### config.mk
export PLATFORM = sky130hd
export DESIGN_NAME = linear_network_multicast_pipe
export DESIGN_NICKNAME = d
export VERILOG_FILES = /design/src/rtl/linear_network_multicast_pipe_pkg.sv /design/src/rtl/linear_multicast_segment.sv /design/src/rtl/linear_network_multicast_pipe.sv
export SDC_FILE = /design/constraint.sdc
export NUM_CORES = 1
export LEC_CHECK = 0
export BUFFER_PORTS_ARGS = -buffer_cell sky130_fd_sc_hd__buf_2
export CAP_MARGIN = 15
export CORE_UTILIZATION = 35
export DETAILED_ROUTE_END_ITERATION = 6
export PLACE_DENSITY_LB_ADDON = 0.2
export SLEW_MARGIN = 20
export SYNTH_ARGS = -nofsm -noshare
export SYNTH_HDL_FRONTEND = slang
export SYNTH_SLANG_ARGS = --single-unit
export TNS_END_PERCENT = 20
### constraint.sdc
create_clock -name clk -period 1.6 [get_ports clk]
set_clock_uncertainty 0.1 [all_clocks]
set_input_delay 0.08 -clock clk [delete_from_list [all_inputs] [get_ports clk]]
set_output_delay 0.08 -clock clk [all_outputs]
set_load 0.1 [all_outputs]
### src/rtl/linear_network_multicast_pipe_pkg.sv
// Shared sizing helpers for linear network topologies: segment count and
// the node range covered by each pipeline segment.
package linear_network_multicast_pipe_pkg;

  function automatic int ceil_div(input int num, input int den);
    return (num + den - 1) / den;
  endfunction

  function automatic int seg_lo(input int seg, input int interval);
    return seg * interval;
  endfunction

  // The last segment is clipped to the final node when the chain length
  // is not a multiple of the interval.
  function automatic int seg_hi(input int seg, input int interval, input int num_node);
    return (seg * interval + interval - 1 < num_node) ? seg * interval + interval - 1
                                                      : num_node - 1;
  endfunction

endpackage

### src/rtl/linear_multicast_segment.sv
// One pipeline register stage of the multicast chain plus its node taps.
// Command bits for this segment's nodes are consumed; the rest travel on.
module linear_multicast_segment #(
  parameter  int DATA_WIDTH    = 32,
  parameter  int SEG_NODES     = 1,
  parameter  int IN_CMD_WIDTH  = 8,
  localparam int OUT_CMD_WIDTH = (IN_CMD_WIDTH > SEG_NODES) ? IN_CMD_WIDTH - SEG_NODES : 1
) (
  input  logic                            clk,
  input  logic                            rst,
  input  logic                            i_en,
  input  logic                            i_valid,
  input  logic [DATA_WIDTH-1:0]           i_data_bus,
  input  logic [IN_CMD_WIDTH-1:0]         i_cmd,
  output logic                            o_valid,
  output logic [DATA_WIDTH-1:0]           o_data_bus,
  output logic [OUT_CMD_WIDTH-1:0]        o_cmd,
  output logic                            o_live,
  output logic [SEG_NODES-1:0]            o_tap_valid,
  output logic [SEG_NODES*DATA_WIDTH-1:0] o_tap_data_bus
);

  logic                    valid_q;
  logic [DATA_WIDTH-1:0]   data_q;
  logic [IN_CMD_WIDTH-1:0] cmd_q;

  // A packet with no destinations left is dropped here rather than carried on.
  // NOTE: sequential state uses non-blocking assignments so every stage samples
  // its neighbour's pre-edge value and the chain shifts by exactly one stage.
  always_ff @(posedge clk) begin
    if (rst) begin
      valid_q <= 1'b0;
      data_q  <= '0;
      cmd_q   <= '0;
    end else if (i_en) begin
      valid_q <= i_valid & (|i_cmd);
      data_q  <= i_data_bus;
      cmd_q   <= i_cmd;
    end
  end

  assign o_live         = valid_q;
  assign o_data_bus     = data_q;
  assign o_tap_valid    = {SEG_NODES{valid_q & i_en}} & cmd_q[SEG_NODES-1:0];
  assign o_tap_data_bus = {SEG_NODES{data_q}};

  if (IN_CMD_WIDTH > SEG_NODES) begin : g_pass
    assign o_valid = valid_q;
    assign o_cmd   = cmd_q[IN_CMD_WIDTH-1:SEG_NODES];
  end else begin : g_tail
    assign o_valid = 1'b0;
    assign o_cmd   = '0;
  end

endmodule

### src/rtl/linear_network_multicast_pipe.sv
// Pipelined linear multicast chain: packets walk NUM_NODE taps with a register
// stage every REG_INTERVAL nodes, plus global stall, busy flag and delivery counters.
module linear_network_multicast_pipe
  import linear_network_multicast_pipe_pkg::*;
#(
  parameter int DATA_WIDTH   = 32,
  parameter int NUM_NODE     = 8,
  parameter int REG_INTERVAL = 1,
  parameter int CNT_WIDTH    = 16
) (
  input  logic                           clk,
  input  logic                           rst,
  input  logic                           i_valid,
  input  logic [DATA_WIDTH-1:0]          i_data_bus,
  input  logic [NUM_NODE-1:0]            i_cmd,
  input  logic                           i_en,
  output logic                           o_ready,
  output logic [NUM_NODE-1:0]            o_valid,
  output logic [NUM_NODE*DATA_WIDTH-1:0] o_data_bus,
  output logic                           o_busy,
  output logic [NUM_NODE*CNT_WIDTH-1:0]  o_cnt,
  input  logic                           i_cnt_clr
);

  localparam int NUM_SEG = ceil_div(NUM_NODE, REG_INTERVAL);

  // Chain index s feeds segment s; commands are kept at absolute node positions.
  logic [NUM_SEG:0]        chain_valid;
  logic [DATA_WIDTH-1:0]   chain_data [NUM_SEG+1];
  logic [NUM_NODE-1:0]     chain_cmd  [NUM_SEG+1];
  logic [NUM_SEG-1:0]      seg_live;
  logic [CNT_WIDTH-1:0]    cnt_q      [NUM_NODE];

  assign chain_valid[0] = i_valid;
  assign chain_data[0]  = i_data_bus;
  assign chain_cmd[0]   = i_cmd;

  for (genvar s = 0; s < NUM_SEG; s++) begin : g_seg
    localparam int LO    = seg_lo(s, REG_INTERVAL);
    localparam int NODES = seg_hi(s, REG_INTERVAL, NUM_NODE) - LO + 1;
    localparam int IN_W  = NUM_NODE - LO;
    localparam int OUT_W = (IN_W > NODES) ? IN_W - NODES : 1;

    logic [OUT_W-1:0] nxt_cmd;

    linear_multicast_segment #(
      .DATA_WIDTH   (DATA_WIDTH),
      .SEG_NODES    (NODES),
      .IN_CMD_WIDTH (IN_W)
    ) u_seg (
      .clk            (clk),
      .rst            (rst),
      .i_en           (i_en),
      .i_valid        (chain_valid[s]),
      .i_data_bus     (chain_data[s]),
      .i_cmd          (chain_cmd[s][NUM_NODE-1:LO]),
      .o_valid        (chain_valid[s+1]),
      .o_data_bus     (chain_data[s+1]),
      .o_cmd          (nxt_cmd),
      .o_live         (seg_live[s]),
      .o_tap_valid    (o_valid[LO +: NODES]),
      .o_tap_data_bus (o_data_bus[LO*DATA_WIDTH +: NODES*DATA_WIDTH])
    );

    if (IN_W > NODES) begin : g_fwd
      assign chain_cmd[s+1] = {nxt_cmd, {(LO + NODES){1'b0}}};
    end else begin : g_end
      assign chain_cmd[s+1] = '0;
    end
  end

  assign o_ready = i_en & ~rst;
  assign o_busy  = |seg_live;

  // o_valid already folds in i_en, so a stalled delivery is counted only once,
  // on the edge where it is actually signalled.
  // NOTE: the counter array is a bank of flops, not a RAM, so it is reset like any
  // other state; a RAM-style array would be left unreset.
  always_ff @(posedge clk) begin
    if (rst) begin
      for (int k = 0; k < NUM_NODE; k++) cnt_q[k] <= '0;
    end else begin
      for (int k = 0; k < NUM_NODE; k++) begin
        if (i_cnt_clr)       cnt_q[k] <= '0;
        else if (o_valid[k]) cnt_q[k] <= cnt_q[k] + 1'b1;
      end
    end
  end

  for (genvar k = 0; k < NUM_NODE; k++) begin : g_cnt
    assign o_cnt[k*CNT_WIDTH +: CNT_WIDTH] = cnt_q[k];
  end

endmodule

Word-level counts from Yosys, hierarchy flattened. Memory sizes are Yosys's and may differ from the RTL's. Cells that the tools add are included.

Register bits after elaboration: 300. RAM bits: 128. Input bits: 45. Output and inout bits: 394. Logic and storage cells: 136. Memories kept: 1.

Add/subtract/negate cells: 8. Mux-type cells: 53. Bitwise gates (word level): 42. Reduce and logical (&&, ||, !) cells: 8.

Memory list: cnt_q (depth 8, bits a word 16, read ports 8, clocked after memory_dff 0, wr ports 8, RTL line linear_network_multicast_pipe.sv:32) `logic [CNT_WIDTH-1:0] cnt_q [NUM_NODE];`.

Operators with widths (number): $mux W16 (16); $add A16 B1 Y16 const B (8); $mux W1 (37); $and A1 B1 Y1 (25); $or A1 B1 Y1 (16); $reduce_or A8 Y1 (2); $reduce_or A7 Y1 (1); $reduce_or A6 Y1 (1); $reduce_or A5 Y1 (1); $reduce_or A4 Y1 (1); $reduce_or A3 Y1 (1); $reduce_or A2 Y1 (1); $not A1 Y1 (1).

Depth between registers and ports, before layout.
Depth after elaboration: 7. Gate-level depth with buffers: 6. Mapped depth without buffers: 5.

By module. From an unflattened synthesis, not the netlist that was laid out.

Cells, all modules: 1896. Area, all modules: 19653.8 um2.

Modules (own cells, without submodules): linear_network_multicast_pipe (times used 1, cells each 610, area each 6618.8 um2, sequential area each 3843.7 um2); linear_multicast_segment (g_seg[0].u_seg) (times used 1, cells each 177, area each 1774.2 um2, sequential area each 820.8 um2); linear_multicast_segment (g_seg[1].u_seg) (times used 1, cells each 172, area each 1727.9 um2, sequential area each 800.8 um2); linear_multicast_segment (g_seg[2].u_seg) (times used 1, cells each 167, area each 1661.6 um2, sequential area each 780.7 um2); linear_multicast_segment (g_seg[3].u_seg) (times used 1, cells each 163, area each 1639.1 um2, sequential area each 760.7 um2); linear_multicast_segment (g_seg[4].u_seg) (times used 1, cells each 159, area each 1607.8 um2, sequential area each 740.7 um2); linear_multicast_segment (g_seg[5].u_seg) (times used 1, cells each 153, area each 1569.0 um2, sequential area each 720.7 um2); linear_multicast_segment (g_seg[6].u_seg) (times used 1, cells each 148, area each 1541.5 um2, sequential area each 700.7 um2); linear_multicast_segment (g_seg[7].u_seg) (times used 1, cells each 147, area each 1514.0 um2, sequential area each 680.7 um2).

Least setup slack after synthesis. OpenSTA, ideal clock, no wires.

Path type: flip-flop to flip-flop. From: memory cnt_q[6][0], in the netlist cnt_q[1][32]. To: memory cnt_q[6][14], in the netlist cnt_q[1][46] (data pin). Library setup time: 0.260 ns. Arrival: 2.146 ns. Required time: 1.240 ns. Path slack: -0.906 ns. Cell stages (with the launch flop): 6. Buffers on the path: 0. Clock period less this slack: 2.506 ns. Path through: edfxtp_1 -> ha_1 -> and4_1 -> nand3_1 -> nor2_1 -> mux2_2.

RTL lines (RTL line): start, declared (linear_network_multicast_pipe.sv:32).

Worst setup path after layout.
From: register g_seg[4].u_seg.valid_q. To: output port o_busy.

Longest elaborated chain between the ends: 1.

Ends and longest elaborated chain: start, declared (RTL line linear_multicast_segment.sv:23) `logic valid_q;`; start signal, assigned (RTL line linear_multicast_segment.sv:36) `valid_q <= i_valid & (|i_cmd);`; $reduce_or A8 Y1 (RTL line linear_network_multicast_pipe.sv:73) `assign o_busy = |seg_live;`; end, declared (RTL line linear_network_multicast_pipe.sv:20) `output logic o_busy,`.

Every way passes these cells.

==> summary.md <==
| Metric | Value |
|---|---|
| Share of cells above drive strength 1 | `35.3%` |
| Critical Path Sink Type | `primary output` |
| Failing checks | `setup timing` |
| Layout Nets | `2,331` |
| Die area | `51,200 sq um` |
| Reg clk slew, reported paths | `0.06 ns` |
| Syn_nets | `1,674` |
| Worst setup startpoint | `g_seg[4].u_seg.o_live$_SDFFE_PP0P_` |
| Reg2reg setup slack | `-0.06 ns` |
| Worst Path Max Fanout | `3` |
| Initial Util | `35.7%` |
| 1st-pass router iterations | `5` |
| Grt ovf | `0` |
| Synth unique cells | `36` |
| DR WL/cell | `17.1 microns` |
| Synth warnings | `0` |
| Vias in the first global route | `13,400` |
| Cell taking the most area after synthesis | `dfxtp_1` |
| Final Setup Violations | `8` |
| Gpl congestion | `0.828` |
| Area grow syn2layout | `49.2%` |
| Critical path's slowest cell | `dfxtp_2` |
| WP depth | `3` |
| Period utilisation layout | `105%` |
| # diodes | `0` |
| Pwr/cell area | `1030 nW/um^2` |
| Clock Path Buffers | `3` |
| Die Span Y | `226 microns` |
| Fin. max-slew vios | `0` |
| Critical Path AT | `1.50 ns` |
| Synth Register Bits | `428` |
| F_max | `594 MHz` |
| Hold crit path type | `input port to flop` |
| First-pass GRT wire length | `75,300 microns` |
| Vias per cell | `4.74` |
| CTS tree | `built` |
| HPWL Detailed | `35,400 microns` |
| CP bufs+invs | `1` |
| Final wirelength | `51,100 microns` |
| Syn Inst Count | `1,621` |
| Post-DP Area | `21,800 sq um` |
| Crit-path max cell delay | `0.34 ns` |
| Post-placement cell count | `2,778` |
| Synth top area share | `34.1%` |
| Number of core rows | `81` |
| 1st-iter DRT viols | `534` |
| Status | `complete, but fails checks` |
| Number of maximum-capacitance violations | `0` |
| Sequential area share after synthesis | `56.0%` |
| CTS Sinks | `428` |
| DRC | `0` |
| Initial antenna violation count | `0` |
| Post-Layout Inst Area | `26,300 sq um` |
| CP endpoint | `o_busy` |
| Port Buffers | `438` |
| Kind of critical path | `flop to primary output` |
| Startpoint Class | `flop` |
| # IOs | `439` |
| Pre-CTS setup slack | `-0.0474 ns` |
| R2R depth | `5` |
| Hold Vio Cnt, Final | `0` |
| RSZ-0062 raised after global routing | `yes` |
| Smallest setup slack after layout | `-0.0848 ns` |
| Vias after detailed routing | `14,100` |
| Clock H-tree levels | `2` |
| Total core area | `49,300 sq um` |
| Root buffer cell | `clkbuf_16` |
| Slew Limit Headroom | `50.5%` |
| Num CTS Buffers | `50` |
| Max VDD drop | `0.806 mV` |
| Largest net degree at the start of global routing | `107` |
| Latest clock arrival within the worst-skew pair | `0.58 ns` |
| Worst EP required | `1.42 ns` |
| Worst R2R End | `cnt_q[0][14]$_SDFFCE_PN0P_` |
| Tot Pwr | `27,100 uW` |
| Post-DRT Antenna Nets | `0` |
| Worst Max-Slew Pin Slew | `0.740 ns` |
| Ranking of synthesized cells by area | `dfxtp_1 34%, edfxtp_1 22%, mux2i_1 17%` |
| Post-synthesis area per instance | `10.9 sq um` |
| Fill count | `4,331` |
| Leakage power | `0.0115 uW` |
| Die width | `226 microns` |
| Worst r2r src | `cnt_q[0][1]$_SDFFCE_PN0P_` |
| Synthesized area | `17,600 sq um` |
| Cells along the critical path | `nor4_4 -> nand2_2 -> buf_12` |
| Tmin final | `1.68 ns` |
| CP top delay family | `simple AND/OR/NAND/NOR gates` |
| Tot GR Track Use | `18.7%` |
| Final Non-Filler Cells | `2,982` |
==> worst min-delay path: stages <==
cell and delay (ns):
buf_8 0.14, nand4_1 0.08, buf_4 0.22, nor2_1 0.06
==> per-stage QoR <==
stage	setup TNS (ns)	hold WS, ns	utilization (%)
2_1_floorplan	-63.27	0.127	-
4_1_cts	-3.34	0.0000530	50.8
5_1_grt	-2.59	0.0637	53.3
6_report	-0.368	0.0497	53.3
3_3_place_gp	-0.0581	0.212	44.3
3_5_place_dp	-0.135	0.221	44.3
==> layout make-up <==
type | instances | area, sq um | area share (%)
flip-flops and latches | 428 | 9870 | 37.6
well taps | 664 | 831 | 3.16
inverters | 25 | 93.8 | 0.357
multi-input cells | 1079 | 7770 | 29.6
clock inverters | 12 | 115 | 0.438
repair buffers | 694 | 5990 | 22.8
clock buffers | 80 | 1590 | 6.04
==> power by group <==
part	leakage [uW]	switching, uW	internal (uW)
combinational	0.00680	2690	1150
sequential	0.00386	278	11400
clock	0.000846	4590	6970
total	0.0115	7550	19500
==> cells by family after synthesis <==
group | synth area share (%)
adder cells (fa/ha/maj) | 0.569
XOR/XNOR | 4.88
multiplexers | 16.7
AND/OR/NAND/NOR | 17.5
buffers and inverters | 3.27
AO/OA/AOI/OAI | 1.15
flip-flops | 56.0
==> worst min path at each step <==
stage | startpoint | endpoint | slack, ns | cells after the start
after floorplan | i_cmd[0] | g_seg[0].u_seg.cmd_q[0]$_SDFFE_PP0P_ | 0.13 | 2
after global placement | i_data_bus[7] | g_seg[0].u_seg.o_data_bus[7]$_SDFFE_PP0P_ | 0.21 | 3
after detailed placement | i_data_bus[10] | g_seg[0].u_seg.o_data_bus[10]$_SDFFE_PP0P_ | 0.22 | 3
after CTS | i_en | cnt_q[1][49]$_SDFFCE_PP0P_ | 0.00005 | 4
after global routing | i_en | cnt_q[0][44]$_SDFFCE_PN0P_ | 0.06 | 4
final | i_en | cnt_q[1][49]$_SDFFCE_PP0P_ | 0.05 | 4
==> flip-flops by register name (all words and copies together) (netlist names) <==
name	cells
g_seg.u_seg.o_data_bus	256
cnt_q	128
g_seg.u_seg.cmd_q	36
g_seg.u_seg.o_live	8
==> routing by layer <==
metal / global-route usage (%) / vias to the layer above / share of wire (%)
met3: 5.93 / 86 / 7.4
met1: 21.5 / 6715 / 40
met2: 32.3 / 378 / 50
met5: 0 / - / 0
met4: 6.73 / 0 / 3.0
li1: - / 6950 / -
==> cells in the final DEF, fill, tap and decap left out, drive strengths merged <==
cell,instances
a21oi,21
and2,1
and3,9
and4,7
and4bb,1
buf,505
bufinv,1
clkbuf,207
clkinv,8
dfxtp,300
dlygate4sd3,61
dlymetal6s4s,1
edfxtp,128
ha,8
inv,28
mux2,1
mux2i,292
nand2,33
nand2b,16
nand3,37
nand4,46
nor2,411
nor2b,1
nor3,29
nor4,32
nor4b,2
o211ai,2
o21ai,13
o311ai,2
or3,13
or3b,1
or4,3
xnor2,69
xor2,29
==> cells in the mapped netlist <==
master,number
nand4_1,35
mux2i_1,292
nand4_2,1
dfxtp_1,300
inv_1,25
xnor2_1,69
ha_1,8
nor3_1,29
nand3_1,37
or4_1,3
o311ai_0,2
or3_1,13
or3b_1,1
nor4b_2,2
nand4_4,8
and4_1,7
clkbuf_1,36
nor2b_1,1
buf_2,22
buf_1,3
a21oi_1,21
and4bb_2,1
o21ai_0,13
mux2_2,1
o211ai_1,2
nand2_1,33
edfxtp_1,128
nor2_1,410
nor4_1,19
buf_4,30
xor2_1,29
nor2_8,1
and3_1,9
and2_1,1
nor4_2,13
nand2b_1,16
==> what timing repair did <==
action	4_1_cts	5_1_grt
pin swaps	2	52
buffers inserted	17	33
gates cloned	0	2
resized for setup	273	263
endpoints found under the setup margin	317	232
hold endpoints to repair	244	0
hold buffers	62	0
(Power assumes the default switching activity.)
